===== src/rtl/net_sched_if.sv =====
// net_sched_if: host start/status, DRAM descriptor read port and the
// conv/pool engine launch/done handshakes of the layer sequencer.
// master = the sequencer, slave = its environment (host, DRAM, engines).
interface net_sched_if #(
  parameter int DATA_WIDTH = 32,
  parameter int ADDR_WIDTH = 18,
  parameter int IDX_W      = 3
);
  logic                  start;
  logic [DATA_WIDTH-1:0] data_in;
  logic [ADDR_WIDTH-1:0] addr_in;
  logic                  dram_en_rd;
  logic                  conv_enable;
  logic                  conv_done;
  logic                  pool_enable;
  logic                  pool_done;
  logic [IDX_W-1:0]      layer_idx;
  logic                  busy;
  logic                  done;
  logic                  err;

  modport master (
    input  start, data_in, conv_done, pool_done,
    output addr_in, dram_en_rd, conv_enable, pool_enable, layer_idx, busy, done, err
  );

  modport slave (
    output start, data_in, conv_done, pool_done,
    input  addr_in, dram_en_rd, conv_enable, pool_enable, layer_idx, busy, done, err
  );
endinterface


===== src/rtl/net_sched.sv =====
// net_sched: top-level CNN layer sequencer. Fetches one descriptor per layer
// from DRAM, launches conv and/or pool and waits for their done pulses.
// Optional build macro SCHED_WDOG_EN adds a wait-state watchdog that aborts
// the run with err after WDOG_CYCLES cycles without the awaited done.
module net_sched #(
  parameter int                    DATA_WIDTH     = 32,
  parameter int                    ADDR_WIDTH     = 18,
  parameter logic [ADDR_WIDTH-1:0] LAYER_TBL_BASE = 18'd32,
  parameter int                    MAX_LAYERS     = 8,
  parameter int                    WDOG_CYCLES    = 1048575,
  localparam int                   IDX_W          = (MAX_LAYERS > 1) ? $clog2(MAX_LAYERS) : 1
) (
  input  logic        clk,
  input  logic        srstn,
  net_sched_if.master bus
);

  typedef enum logic [8:0] {
    S_IDLE      = 9'b000000001,
    S_FETCH     = 9'b000000010,
    S_DECODE    = 9'b000000100,
    S_CONV_GO   = 9'b000001000,
    S_CONV_WAIT = 9'b000010000,
    S_POOL_GO   = 9'b000100000,
    S_POOL_WAIT = 9'b001000000,
    S_NEXT      = 9'b010000000,
    S_DONE      = 9'b100000000
  } state_t;

  state_t           state, next_state;
  logic [IDX_W-1:0] layer_idx;
  logic [1:0]       op_reg;
  logic             err;
  logic             err_set;
  logic             last_layer;
  logic             wdog_hit;

  assign last_layer = (layer_idx == IDX_W'(MAX_LAYERS - 1));

`ifdef SCHED_WDOG_EN
  logic [19:0] wdog_cnt;

  // Cycle count inside a wait state; any other state clears it, so it
  // restarts from zero on every entry to CONV_WAIT or POOL_WAIT.
  always_ff @(posedge clk) begin
    if (!srstn)
      wdog_cnt <= '0;
    else if (state == S_CONV_WAIT || state == S_POOL_WAIT)
      wdog_cnt <= wdog_cnt + 20'd1;
    else
      wdog_cnt <= '0;
  end

  // Fires in the WDOG_CYCLES-th consecutive wait cycle.
  assign wdog_hit = (wdog_cnt == 20'(WDOG_CYCLES - 1));
`else
  logic unused_wdog;
  assign unused_wdog = ^WDOG_CYCLES;
  assign wdog_hit    = 1'b0;
`endif

  // Descriptor bits above the op field are reserved.
  logic unused_rsvd;
  assign unused_rsvd = ^bus.data_in[DATA_WIDTH-1:2];

  // State register.
  always_ff @(posedge clk) begin
    if (!srstn) state <= S_IDLE;
    else        state <= next_state;
  end

  // Next-state logic; err_set flags the two abort paths into DONE.
  always_comb begin
    next_state = state;
    err_set    = 1'b0;
    case (state)
      S_IDLE:      if (bus.start) next_state = S_FETCH;
      S_FETCH:     next_state = S_DECODE;
      S_DECODE: begin
        case (bus.data_in[1:0])
          2'd0:    next_state = S_DONE;
          2'd2:    next_state = S_POOL_GO;
          default: next_state = S_CONV_GO;
        endcase
      end
      S_CONV_GO:   next_state = S_CONV_WAIT;
      S_CONV_WAIT: begin
        if (bus.conv_done)
          next_state = (op_reg == 2'd3) ? S_POOL_GO : S_NEXT;
        else if (wdog_hit) begin
          err_set    = 1'b1;
          next_state = S_DONE;
        end
      end
      S_POOL_GO:   next_state = S_POOL_WAIT;
      S_POOL_WAIT: begin
        if (bus.pool_done)
          next_state = S_NEXT;
        else if (wdog_hit) begin
          err_set    = 1'b1;
          next_state = S_DONE;
        end
      end
      S_NEXT: begin
        if (last_layer) begin
          err_set    = 1'b1;
          next_state = S_DONE;
        end else begin
          next_state = S_FETCH;
        end
      end
      S_DONE:      next_state = S_IDLE;
      default:     next_state = S_IDLE;
    endcase
  end

  // Layer index, latched op and sticky error.
  always_ff @(posedge clk) begin
    if (!srstn) begin
      layer_idx <= '0;
      op_reg    <= '0;
      err       <= 1'b0;
    end else begin
      if (state == S_IDLE && bus.start) begin
        layer_idx <= '0;
        err       <= 1'b0;
      end
      if (state == S_DECODE)
        op_reg <= bus.data_in[1:0];
      if (state == S_NEXT && !last_layer)
        layer_idx <= layer_idx + IDX_W'(1);
      if (err_set)
        err <= 1'b1;
    end
  end

  assign bus.busy        = (state != S_IDLE);
  assign bus.dram_en_rd  = (state == S_FETCH);
  assign bus.addr_in     = (state == S_FETCH) ? LAYER_TBL_BASE + ADDR_WIDTH'(layer_idx) : '0;
  assign bus.conv_enable = (state == S_CONV_GO);
  assign bus.pool_enable = (state == S_POOL_GO);
  assign bus.done        = (state == S_DONE);
  assign bus.layer_idx   = layer_idx;
  assign bus.err         = err;

endmodule


===== src/flat_wrapper.sv =====
// flat-port wrapper written by rule: the top's interface ports become plain ports
module net_sched_flat 
#(
  parameter int                    DATA_WIDTH     = 32,
  parameter int                    ADDR_WIDTH     = 18,
  parameter logic [ADDR_WIDTH-1:0] LAYER_TBL_BASE = 18'd32,
  parameter int                    MAX_LAYERS     = 8,
  parameter int                    WDOG_CYCLES    = 1048575,
  localparam int                   IDX_W          = (MAX_LAYERS > 1) ? $clog2(MAX_LAYERS) : 1
)
  (clk, srstn, bus_start, bus_data_in, bus_conv_done, bus_pool_done, bus_addr_in, bus_dram_en_rd, bus_conv_enable, bus_pool_enable, bus_layer_idx, bus_busy, bus_done, bus_err);
  net_sched_if #(.DATA_WIDTH(DATA_WIDTH), .ADDR_WIDTH(ADDR_WIDTH), .IDX_W((3))) bus_i ();
  input  logic clk;
  input  logic srstn;
  input wire logic [$bits(bus_i.start)-1:0] bus_start;
  input wire logic [$bits(bus_i.data_in)-1:0] bus_data_in;
  input wire logic [$bits(bus_i.conv_done)-1:0] bus_conv_done;
  input wire logic [$bits(bus_i.pool_done)-1:0] bus_pool_done;
  output wire logic [$bits(bus_i.addr_in)-1:0] bus_addr_in;
  output wire logic [$bits(bus_i.dram_en_rd)-1:0] bus_dram_en_rd;
  output wire logic [$bits(bus_i.conv_enable)-1:0] bus_conv_enable;
  output wire logic [$bits(bus_i.pool_enable)-1:0] bus_pool_enable;
  output wire logic [$bits(bus_i.layer_idx)-1:0] bus_layer_idx;
  output wire logic [$bits(bus_i.busy)-1:0] bus_busy;
  output wire logic [$bits(bus_i.done)-1:0] bus_done;
  output wire logic [$bits(bus_i.err)-1:0] bus_err;
  assign bus_i.start = bus_start;
  assign bus_i.data_in = bus_data_in;
  assign bus_i.conv_done = bus_conv_done;
  assign bus_i.pool_done = bus_pool_done;
  assign bus_addr_in = bus_i.addr_in;
  assign bus_dram_en_rd = bus_i.dram_en_rd;
  assign bus_conv_enable = bus_i.conv_enable;
  assign bus_pool_enable = bus_i.pool_enable;
  assign bus_layer_idx = bus_i.layer_idx;
  assign bus_busy = bus_i.busy;
  assign bus_done = bus_i.done;
  assign bus_err = bus_i.err;
  net_sched #(.DATA_WIDTH(DATA_WIDTH), .ADDR_WIDTH(ADDR_WIDTH), .LAYER_TBL_BASE(LAYER_TBL_BASE), .MAX_LAYERS(MAX_LAYERS), .WDOG_CYCLES(WDOG_CYCLES)) u_core (.clk(clk), .srstn(srstn), .bus(bus_i));
endmodule

===== config.mk =====
export PLATFORM = sky130hd
export DESIGN_NAME = net_sched_flat
export DESIGN_NICKNAME = d
export VERILOG_FILES = /design/src/rtl/net_sched_if.sv /design/src/rtl/net_sched.sv /design/src/flat_wrapper.sv
export SDC_FILE = /design/constraint.sdc
export NUM_CORES = 1
export LEC_CHECK = 0
export ABC_AREA = 0
export BUFFER_PORTS_ARGS = -buffer_cell sky130_fd_sc_hd__buf_2
export CORE_MARGIN = 4
export CORE_UTILIZATION = 36
export DETAILED_ROUTE_END_ITERATION = 7
export PLACE_DENSITY = 0.7
export SLEW_MARGIN = 20
export SYNTH_ARGS = -nofsm -noshare
export SYNTH_HDL_FRONTEND = slang
export SYNTH_SLANG_ARGS = --single-unit

===== constraint.sdc =====
create_clock -name clk -period 2.55 [get_ports clk]
set_clock_uncertainty 0.2 [all_clocks]
set_input_delay 0.51 -clock clk [delete_from_list [all_inputs] [get_ports clk]]
set_output_delay 0.51 -clock clk [all_outputs]
set_load 0.05 [all_outputs]

==> flow_metrics.py, run 1 <==
metrics = {
    "setup_path": {
        "cp_num_buf_inv": 2,
        "critPathTopFamily": "simple AND/OR/NAND/NOR gates",
        "crit_fanout": 5,
        "critPathLaunchType": "flop",
        "r2r_slack_ps": 520,
        "arrival_ps": 1730,
        "rr_endpoint": "u_core.bus.layer_idx[1]$_SDFFE_PN0P_",
        "reg2regPathDepth": 5,
        "crit_path_cell_trace": "or4_4 > nor2_4 > nand2_1 > inv_1 > buf_4",
        "path_class": "reg2out",
        "cp_data_required_time_ps": 1840,
        "slowest_delay_ps": 590,
        "end_kind": "primary output",
        "rr_startpoint": "u_core.state[4]$_SDFFE_PN0P_",
        "slowest_stage": "or4_4",
    },
    "logic_synthesis": {
        "synth_area_sq_um": 997,
        "yosysSeqAreaShare": 0.301,
        "synth_cells": 121,
        "yosys_warnings": 0,
        "synth_seq_cells": 15,
        "synth.distinct_cells": 39,
        "syn_avg_cell_area_sq_um": 8.24,
    },
    "cts": {
        "htree_levels": 1,
        "cts.path.max_buffers": 2,
        "cts.sinks": 15,
        "cts_buffers": 3,
        "post_cts_buffers": 0,
        "cts_tree": "built",
        "path_clk_slew_ps": 90,
        "root_buffer": "clkbuf_4",
        "clk_latency_ps": 280,
        "postCtsHoldBufs": 0,
    },
    "hold_path": {
        "worstHoldStart": "u_core.bus.err$_SDFFE_PN0P_",
        "whs_path_depth": 2,
        "whs_endpoint": "u_core.bus.err$_SDFFE_PN0P_",
        "hp-class": "reg2reg",
    },
    "timing": {
        "finalCritPeriodShare": 0.958,
        "fin_ws_ps": 108,
        "setup_viol": 0,
        "hold_violations": 0,
        "slew_viol_final": 0,
        "rsz0062_at_grt": "false",
        "max_freq_mhz": 409,
        "fin_crit_ps": 2440,
        "tns_ps": 0,
    },
    "flow_run": {
        "maxCapViolations": 0,
    },
    "power": {
        "p_leak_nw": 0.506,
        "vdd_drop_max_mv": 0.231,
        "total_power_w": 0.000503,
        "power-per-cell-area_mw_per_mm2": 456,
    },
    "cells_and_area": {
        "antenna_cells": 0,
        "largest_reg_flops": 9,
        "multiInputGateArea_sq_um": 614,
        "final_cells": 169,
        "nets": 179,
        "syn2layout_area_growth_pct": 10.7,
        "layout_common_cells": "18 x buf_2, 14 x conb_1, 14 x dfxtp_1, 11 x nand2_1, 9 x nor2_1",
        "final_common_cell": "buf_2",
        "final-seq-area_sq_um": 302,
        "final_util": 0.430,
        "drive_gt1_frac": 0.259,
        "fillers": 271,
    },
    "grt": {
        "grt_use_total": 0.115,
        "grt_overflow": 0,
        "grt_max_degree": 19,
        "grt_pass1_vias": 774,
        "antenna_found_initial": 0,
        "grt_pass1_wl_mm": 3.22,
    },
    "route": {
        "ant_nets": 0,
        "vias": 858,
        "routedWlPerCell_um": 12.9,
        "wirelength_mm": 2.19,
        "drc": 0,
        "drtIter0Drc": 52,
        "vias_per_cell": 5.08,
        "drt-pass1-iter-count": 4,
    },
    "floorplanning": {
        "row_count": 18,
        "coreArea_sq_mm": 0.00257,
        "dieArea_sq_mm": 0.00368,
        "die_h_um": 60.6,
        "ios": 64,
        "fp.dieW_um": 60.6,
        "initial_core_util": 0.388,
    },
    "status": {
        "status": "finished, final reports clean",
    },
    "placed_design": {
        "numPortBuffers": 19,
        "dpl.cell_count": 165,
        "place.detailed.hpwl_mm": 1.63,
        "gp_congestion": 0.762,
        "dp_slack_ps": 258,
    },
}
## per-layer routing
layer,GRT usage,vias to the layer above,wire (um)
met3,0.0170,4,96
li1,-,440,-
met1,0.135,392,903
met4,0.0650,0,44
met5,0,-,0
met2,0.200,22,1140
## synth_stat cells (all sizes together)
cell / n / share of area
o22ai: 4 / 0.025
conb: 1 / 0.0038
clkdlybuf4s15: 1 / 0.010
and4b: 1 / 0.010
nand3b: 1 / 0.0075
ha: 2 / 0.025
nand4: 1 / 0.0063
dfxtp: 15 / 0.30
a21oi: 3 / 0.015
nor4: 2 / 0.028
o21ai: 1 / 0.0050
nand2b: 4 / 0.025
nor3: 2 / 0.010
nor2b: 3 / 0.019
nand4b: 3 / 0.026
inv: 3 / 0.011
o41ai: 1 / 0.0088
mux2i: 2 / 0.020
or4b: 1 / 0.010
and2b: 1 / 0.0088
xor2: 2 / 0.018
or4: 2 / 0.023
buf: 17 / 0.13
a21boi: 2 / 0.015
a31oi: 1 / 0.0063
nor2: 10 / 0.038
clkbuf: 2 / 0.0075
and3: 2 / 0.013
o32ai: 1 / 0.0088
a211oi: 1 / 0.0075
nand3: 5 / 0.025
or3: 1 / 0.0063
and4: 1 / 0.0088
and2: 6 / 0.038
a221oi: 1 / 0.0088
nand2: 12 / 0.048
nor4b: 3 / 0.026
## per-stage QoR
stage | instance area [sq um] | hold WS, ps
after floorplan | 1060 | 274
after global placement | 1060 | 262
after detailed placement | 1060 | 265
after CTS | 1090 | 281
after global routing | 1100 | 305
final | 1100 | 279
## report_power, final
group | internal, W | switching [W]
clock network | 0.0000608 | 0.0000781
registers | 0.000238 | 0.00000668
logic | 0.0000271 | 0.0000922
## worst min-delay path, cell delays in order (launching register included)
cell	delay (ps)
dfxtp_1	320
nand2_1	50
a21boi_0	60
## layout make-up
cell class	count	area share
clock buffer	4	0.0238
tap	30	0.0340
timing repair buffer	21	0.102
inverter	3	0.0102
multi-input combinational	96	0.557
sequential	15	0.273
## cell families (layout without fill, tap and decap cells)
group	count (synthesis)	count (layout)	synth area share
AO/OA/AOI/OAI	15	15	0.100
multiplexers	2	2	0.0201
adder cells (fa/ha/maj)	2	2	0.0251
other	1	14	0.00376
buffers and inverters	23	28	0.157
flip-flops	15	15	0.301
XOR/XNOR	2	2	0.0176
AND/OR/NAND/NOR	61	61	0.375
## how the worst max path moves through the flow
stage,startpoint,endpoint,slack (ps),depth (start not counted)
after global placement,u_core.state[2]$_SDFFE_PN0P_,bus_pool_enable,260,5
final,u_core.state[1]$_SDFFE_PN0P_,bus_pool_enable,110,5
after floorplan,u_core.state[4]$_SDFFE_PN0P_,bus_addr_in[0],90,5
after global routing,u_core.state[6]$_SDFFE_PN0P_,bus_addr_in[2],10,5
after detailed placement,u_core.state[2]$_SDFFE_PN0P_,bus_pool_enable,260,5
after CTS,u_core.state[2]$_SDFFE_PN0P_,bus_pool_enable,40,5
## timing repair
item                                    CTS  global route
resized for setup                         2             3
cloned                                    0             0
endpoints found under the setup margin    1             4
(Power assumes the default switching activity.)
==> run 2: changes to the inputs <==
==> constraint.sdc (replaced) <==
create_clock -name clk -period 2.55 [get_ports clk]
set_clock_uncertainty 0.2 [all_clocks]
set_input_delay 0.3825 -clock clk [delete_from_list [all_inputs] [get_ports clk]]
set_output_delay 0.3825 -clock clk [all_outputs]
set_load 0.05 [all_outputs]
==> run 2 against run 1 <==
Effect of this change: clock power grew 4%; critical endpoint unchanged; final cell count is 0.59% lower; first-iteration DRC count fell by 35%; die area stayed put; combinational power hardly changed; total power up 0.67%; via count increased by 0.93%; register-to-register slack barely moved; count of clock-buffer cells in the layout shrank 1; largest power group unchanged; routed wire length fell by 2.7%.
==> flow_metrics.py, run 2 (synthesis gave the netlist of run 1 again) <==
metrics = {
    "grt": {
        "grt_pass1_wl_mm": 3.41,
        "grt_overflow": 0,
        "grt_max_degree": 19,
        "antenna_found_initial": 0,
        "grt_pass1_vias": 795,
        "grt_use_total": 0.122,
    },
    "setup_path": {
        "cp_data_required_time_ps": 1970,
        "slowest_delay_ps": 580,
        "critPathLaunchType": "flop",
        "end_kind": "primary output",
        "path_class": "reg2out",
        "arrival_ps": 1850,
        "crit_path_cell_trace": "or4_4 > nor2_2 > nand2_1 > inv_1 > clkbuf_4",
        "critPathTopFamily": "simple AND/OR/NAND/NOR gates",
        "slowest_stage": "or4_4",
        "crit_fanout": 8,
        "cp_num_buf_inv": 2,
    },
    "timing": {
        "setup_viol": 0,
        "finalCritPeriodShare": 0.955,
        "tns_ps": 0,
        "fin_crit_ps": 2440,
        "rsz0062_at_grt": "false",
        "max_freq_mhz": 411,
        "slew_viol_final": 0,
        "hold_violations": 0,
    },
    "floorplanning": {
        "die_h_um": 60.6,
        "initial_core_util": 0.388,
        "fp.dieW_um": 60.6,
        "ios": 64,
        "coreArea_sq_mm": 0.00257,
        "dieArea_sq_mm": 0.00368,
        "row_count": 18,
    },
    "cts": {
        "root_buffer": "clkbuf_4",
        "htree_levels": 1,
        "cts_buffers": 3,
        "cts_tree": "built",
        "cts.sinks": 15,
        "path_clk_slew_ps": 100,
        "clk_latency_ps": 290,
        "cts.path.max_buffers": 2,
    },
    "cells_and_area": {
        "fin_area_sq_mm": 0.00108,
        "drive_gt1_frac": 0.225,
        "antenna_cells": 0,
        "largest_reg_flops": 9,
        "final_util": 0.422,
        "final_common_cell": "buf_2",
        "layout_common_cells": "18 x buf_2, 15 x dfxtp_1, 14 x conb_1, 11 x nand2_1, 9 x nor2_1",
        "nets": 178,
        "syn2layout_area_growth_pct": 8.66,
    },
    "flow_run": {
        "maxCapViolations": 0,
    },
    "placed_design": {
        "gp_congestion": 0.860,
        "place_area_sq_mm": 0.00105,
        "numPortBuffers": 19,
        "place.detailed.hpwl_mm": 1.62,
    },
    "power": {
        "p_leak_nw": 0.495,
        "power_frac_seq": 0.482,
        "p_int_w": 0.000324,
        "combPwrFrac": 0.232,
        "power_frac_clock": 0.286,
        "p_sw_frac": 0.360,
        "p_sw_w": 0.000182,
        "power-per-cell-area_mw_per_mm2": 467,
        "vdd_drop_max_mv": 0.357,
    },
    "route": {
        "wirelength_mm": 2.13,
        "ant_nets": 0,
        "routedWlPerCell_um": 12.7,
        "vias_per_cell": 5.15,
        "vias": 866,
        "drt-pass1-iter-count": 4,
        "drc": 0,
        "drtIter0Drc": 34,
    },
    "hold_path": {
        "hp-class": "in2reg",
    },
    "status": {
        "status": "finished, final reports clean",
    },
}
run 2: cell types whose count changed in the layout (fill, tap and decap cells not counted), sizes merged:
cell / before / now
buf: 21 / 19
clkinvlp: 0 / 1
run 2: cell type report:
class	count	area [sq um]
Clock buffer	3	22.5
Clock inverter	1	7.51
Fill cell	277	1480
Inverter	3	11.3
Multi-Input combinational cell	96	599
Sequential cell	15	300
Tap cell	30	37.5
Timing Repair Buffer	20	105
run 2: path summary, 6_finish.rpt:
kind / start / to / slack (ps) / cells past startpoint
max: u_core.state[2]$_SDFFE_PN0P_ / bus_pool_enable / 110 / 5
min: bus_data_in[0] / u_core.state[3]$_SDFFE_PN0P_ / 170 / 2
max reg2reg: u_core.state[2]$_SDFFE_PN0P_ / u_core.bus.layer_idx[1]$_SDFFE_PN0P_ / 510 / 4
min reg2reg: u_core.bus.err$_SDFFE_PN0P_ / u_core.bus.err$_SDFFE_PN0P_ / 280 / 2
run 2: power by group through the flow:
stage               clock [W]  sequential (W)  combinational [W]
global placement            0        0.000249           0.000114
floorplan                   0        0.000248           0.000118
CTS                  0.000147        0.000244           0.000116
detailed placement          0        0.000249           0.000116
finish               0.000145        0.000244           0.000117
global route         0.000159        0.000245           0.000126
run 2: what timing repair did:
item,CTS,global route
setup endpoints to repair,0,1
hold buffers,0,0
gates resized for setup,0,2
endpoints found under the hold margin,0,0
setup buffers,0,0
run 2: through the flow:
step | hold slack, ps | total power, W | setup slack (ps) | std cells
2_1_floorplan | 274 | 0.000366 | 97.7 | 134
3_3_place_gp | 259 | 0.000363 | 392 | 164
3_5_place_dp | 259 | 0.000365 | 377 | 164
4_1_cts | 161 | 0.000506 | 47.6 | 168
5_1_grt | 156 | 0.000530 | 8.40 | 168
6_report | 165 | 0.000506 | 114 | 168
run 2: metal layers:
| metal | global-route usage | routed length (um) | share of wire |
|---|---|---|---|
| met1 | 0.160 | 981 | 0.46 |
| met2 | 0.195 | 1020 | 0.48 |
| met3 | 0.0383 | 97 | 0.046 |
| met4 | 0.0279 | 31 | 0.015 |
| met5 | 0 | 0 | 0 |
==> run 3: changes to the inputs <==
Settings changed: PLACE_DENSITY 0.7 to 0.76.
==> run 3 against run 2 <==
Effect of this change: clock power about the same; critical path depth unchanged; sequential share of layout area increased by 0.064 points; global-route usage decreased by 1.3 points; combinational power about the same; cell area decreased by 0.23%; die area unchanged; routed wire length decreased by 3.5%; final cell count unchanged; count of clock-buffer cells in the layout unchanged; non-clock buffer count unchanged.
==> flow_metrics.py, run 3 (synthesis gave the netlist of run 1 again) <==
metrics = {
    "hold_path": {
        "hp-class": "in2reg",
        "whs_path_depth": 2,
    },
    "cells_and_area": {
        "layout_common_cells": "19 x buf_2, 15 x dfxtp_1, 14 x conb_1, 11 x nand2_1, 9 x nor2_1",
        "largest_reg_flops": 9,
        "drive_gt1_frac": 0.225,
        "multiInputGateArea_sq_um": 599,
        "final_util": 0.421,
        "fillers": 266,
        "fin_area_sq_mm": 0.00108,
        "final_common_cell": "buf_2",
        "syn2layout_area_growth_pct": 8.41,
        "final_cells": 168,
        "nets": 178,
        "final-seq-area_sq_um": 300,
        "antenna_cells": 0,
    },
    "floorplanning": {
        "fp.dieW_um": 60.6,
        "dieArea_sq_mm": 0.00368,
        "die_h_um": 60.6,
        "ios": 64,
        "row_count": 18,
        "coreArea_sq_mm": 0.00257,
        "initial_core_util": 0.388,
    },
    "placed_design": {
        "place.detailed.hpwl_mm": 1.62,
        "dpl.cell_count": 164,
        "place_area_sq_mm": 0.00105,
        "numPortBuffers": 19,
        "gp_congestion": 0.772,
    },
    "cts": {
        "root_buffer": "clkbuf_4",
        "post_cts_buffers": 0,
        "cts.sinks": 15,
        "cts.path.max_buffers": 2,
        "cts_tree": "built",
        "htree_levels": 1,
        "postCtsHoldBufs": 0,
        "path_clk_slew_ps": 100,
        "cts_buffers": 3,
        "clk_latency_ps": 290,
    },
    "grt": {
        "antenna_found_initial": 0,
        "grt_max_degree": 19,
        "grt_pass1_vias": 692,
        "grt_overflow": 0,
        "grt_use_total": 0.109,
        "grt_pass1_wl_mm": 3.11,
    },
    "route": {
        "ant_nets": 0,
        "vias": 841,
        "drc": 0,
        "drtIter0Drc": 45,
        "drt-pass1-iter-count": 4,
        "vias_per_cell": 5.01,
        "wirelength_mm": 2.05,
        "routedWlPerCell_um": 12.2,
    },
    "timing": {
        "finalCritPeriodShare": 0.949,
        "tns_ps": 0,
        "fin_crit_ps": 2420,
        "hold_violations": 0,
        "setup_viol": 0,
        "holdWs_ps": 164,
        "rsz0062_at_grt": "false",
        "max_freq_mhz": 413,
        "slew_viol_final": 0,
    },
    "setup_path": {
        "crit_path_cell_trace": "or4_4 > nor2_2 > nand2_1 > inv_1 > buf_2",
        "end_kind": "primary output",
        "reg2regPathDepth": 4,
        "critPathTopFamily": "simple AND/OR/NAND/NOR gates",
        "arrival_ps": 1840,
        "path_class": "reg2out",
        "cp_data_required_time_ps": 1970,
        "slowest_stage": "or4_4",
        "crit_fanout": 8,
        "slowest_delay_ps": 580,
        "cp_num_buf_inv": 2,
        "cp.depth": 5,
        "critPathLaunchType": "flop",
    },
    "power": {
        "vdd_drop_max_mv": 0.303,
        "power-per-cell-area_mw_per_mm2": 467,
        "p_leak_nw": 0.496,
    },
    "status": {
        "status": "finished, final reports clean",
    },
    "flow_run": {
        "maxCapViolations": 0,
    },
}
## run 3: layer usage
metal | global-route usage | wire length, um | part of all wire | vias to the layer above
met4 | 0.00929 | 8 | 0.0039 | 0
met3 | 0.0319 | 127 | 0.062 | 2
li1 | - | - | - | 431
met1 | 0.145 | 918 | 0.45 | 388
met5 | 0 | 0 | 0 | -
met2 | 0.182 | 1000 | 0.49 | 20
## run 3: power by group
part,switching [W],internal [W]
sequential,0.00000632,0.000238
combinational,0.0000901,0.0000263
clock,0.0000847,0.0000597
total,0.000181,0.000324
## run 3: metrics by stage
stage,power [W],setup WS [ps]
after global placement,0.000363,417
after CTS,0.000507,53.3
final,0.000505,130
after global routing,0.000523,18.0
after detailed placement,0.000365,393
after floorplan,0.000366,97.7
## run 3: final timing paths
check	from	to	slack (ps)
max	u_core.state[2]$_SDFFE_PN0P_	bus_pool_enable	130
min reg2reg	u_core.bus.err$_SDFFE_PN0P_	u_core.bus.err$_SDFFE_PN0P_	290
max reg2reg	u_core.state[2]$_SDFFE_PN0P_	u_core.bus.layer_idx[1]$_SDFFE_PN0P_	550
min	bus_data_in[0]	u_core.state[3]$_SDFFE_PN0P_	160
## run 3: worst register-to-register path, stage by stage (launching register included)
cell and delay (ps):
dfxtp_1 380, or4_4 580, or4_4 530, nand2_2 110, o22ai_1 90
## run 3: area by class of cell
cell class	instances	area share
clock buffer	3	0.0208
clock inverter	1	0.00694
inverter	3	0.0104
multi-input combinational	96	0.554
sequential	15	0.278
tap	30	0.0347
timing repair buffer	20	0.0949
## run 3: repair_timing
item | in CTS | in global routing
setup endpoints to repair | 0 | 1
hold endpoints to repair | 0 | 0
resized for setup | 0 | 1
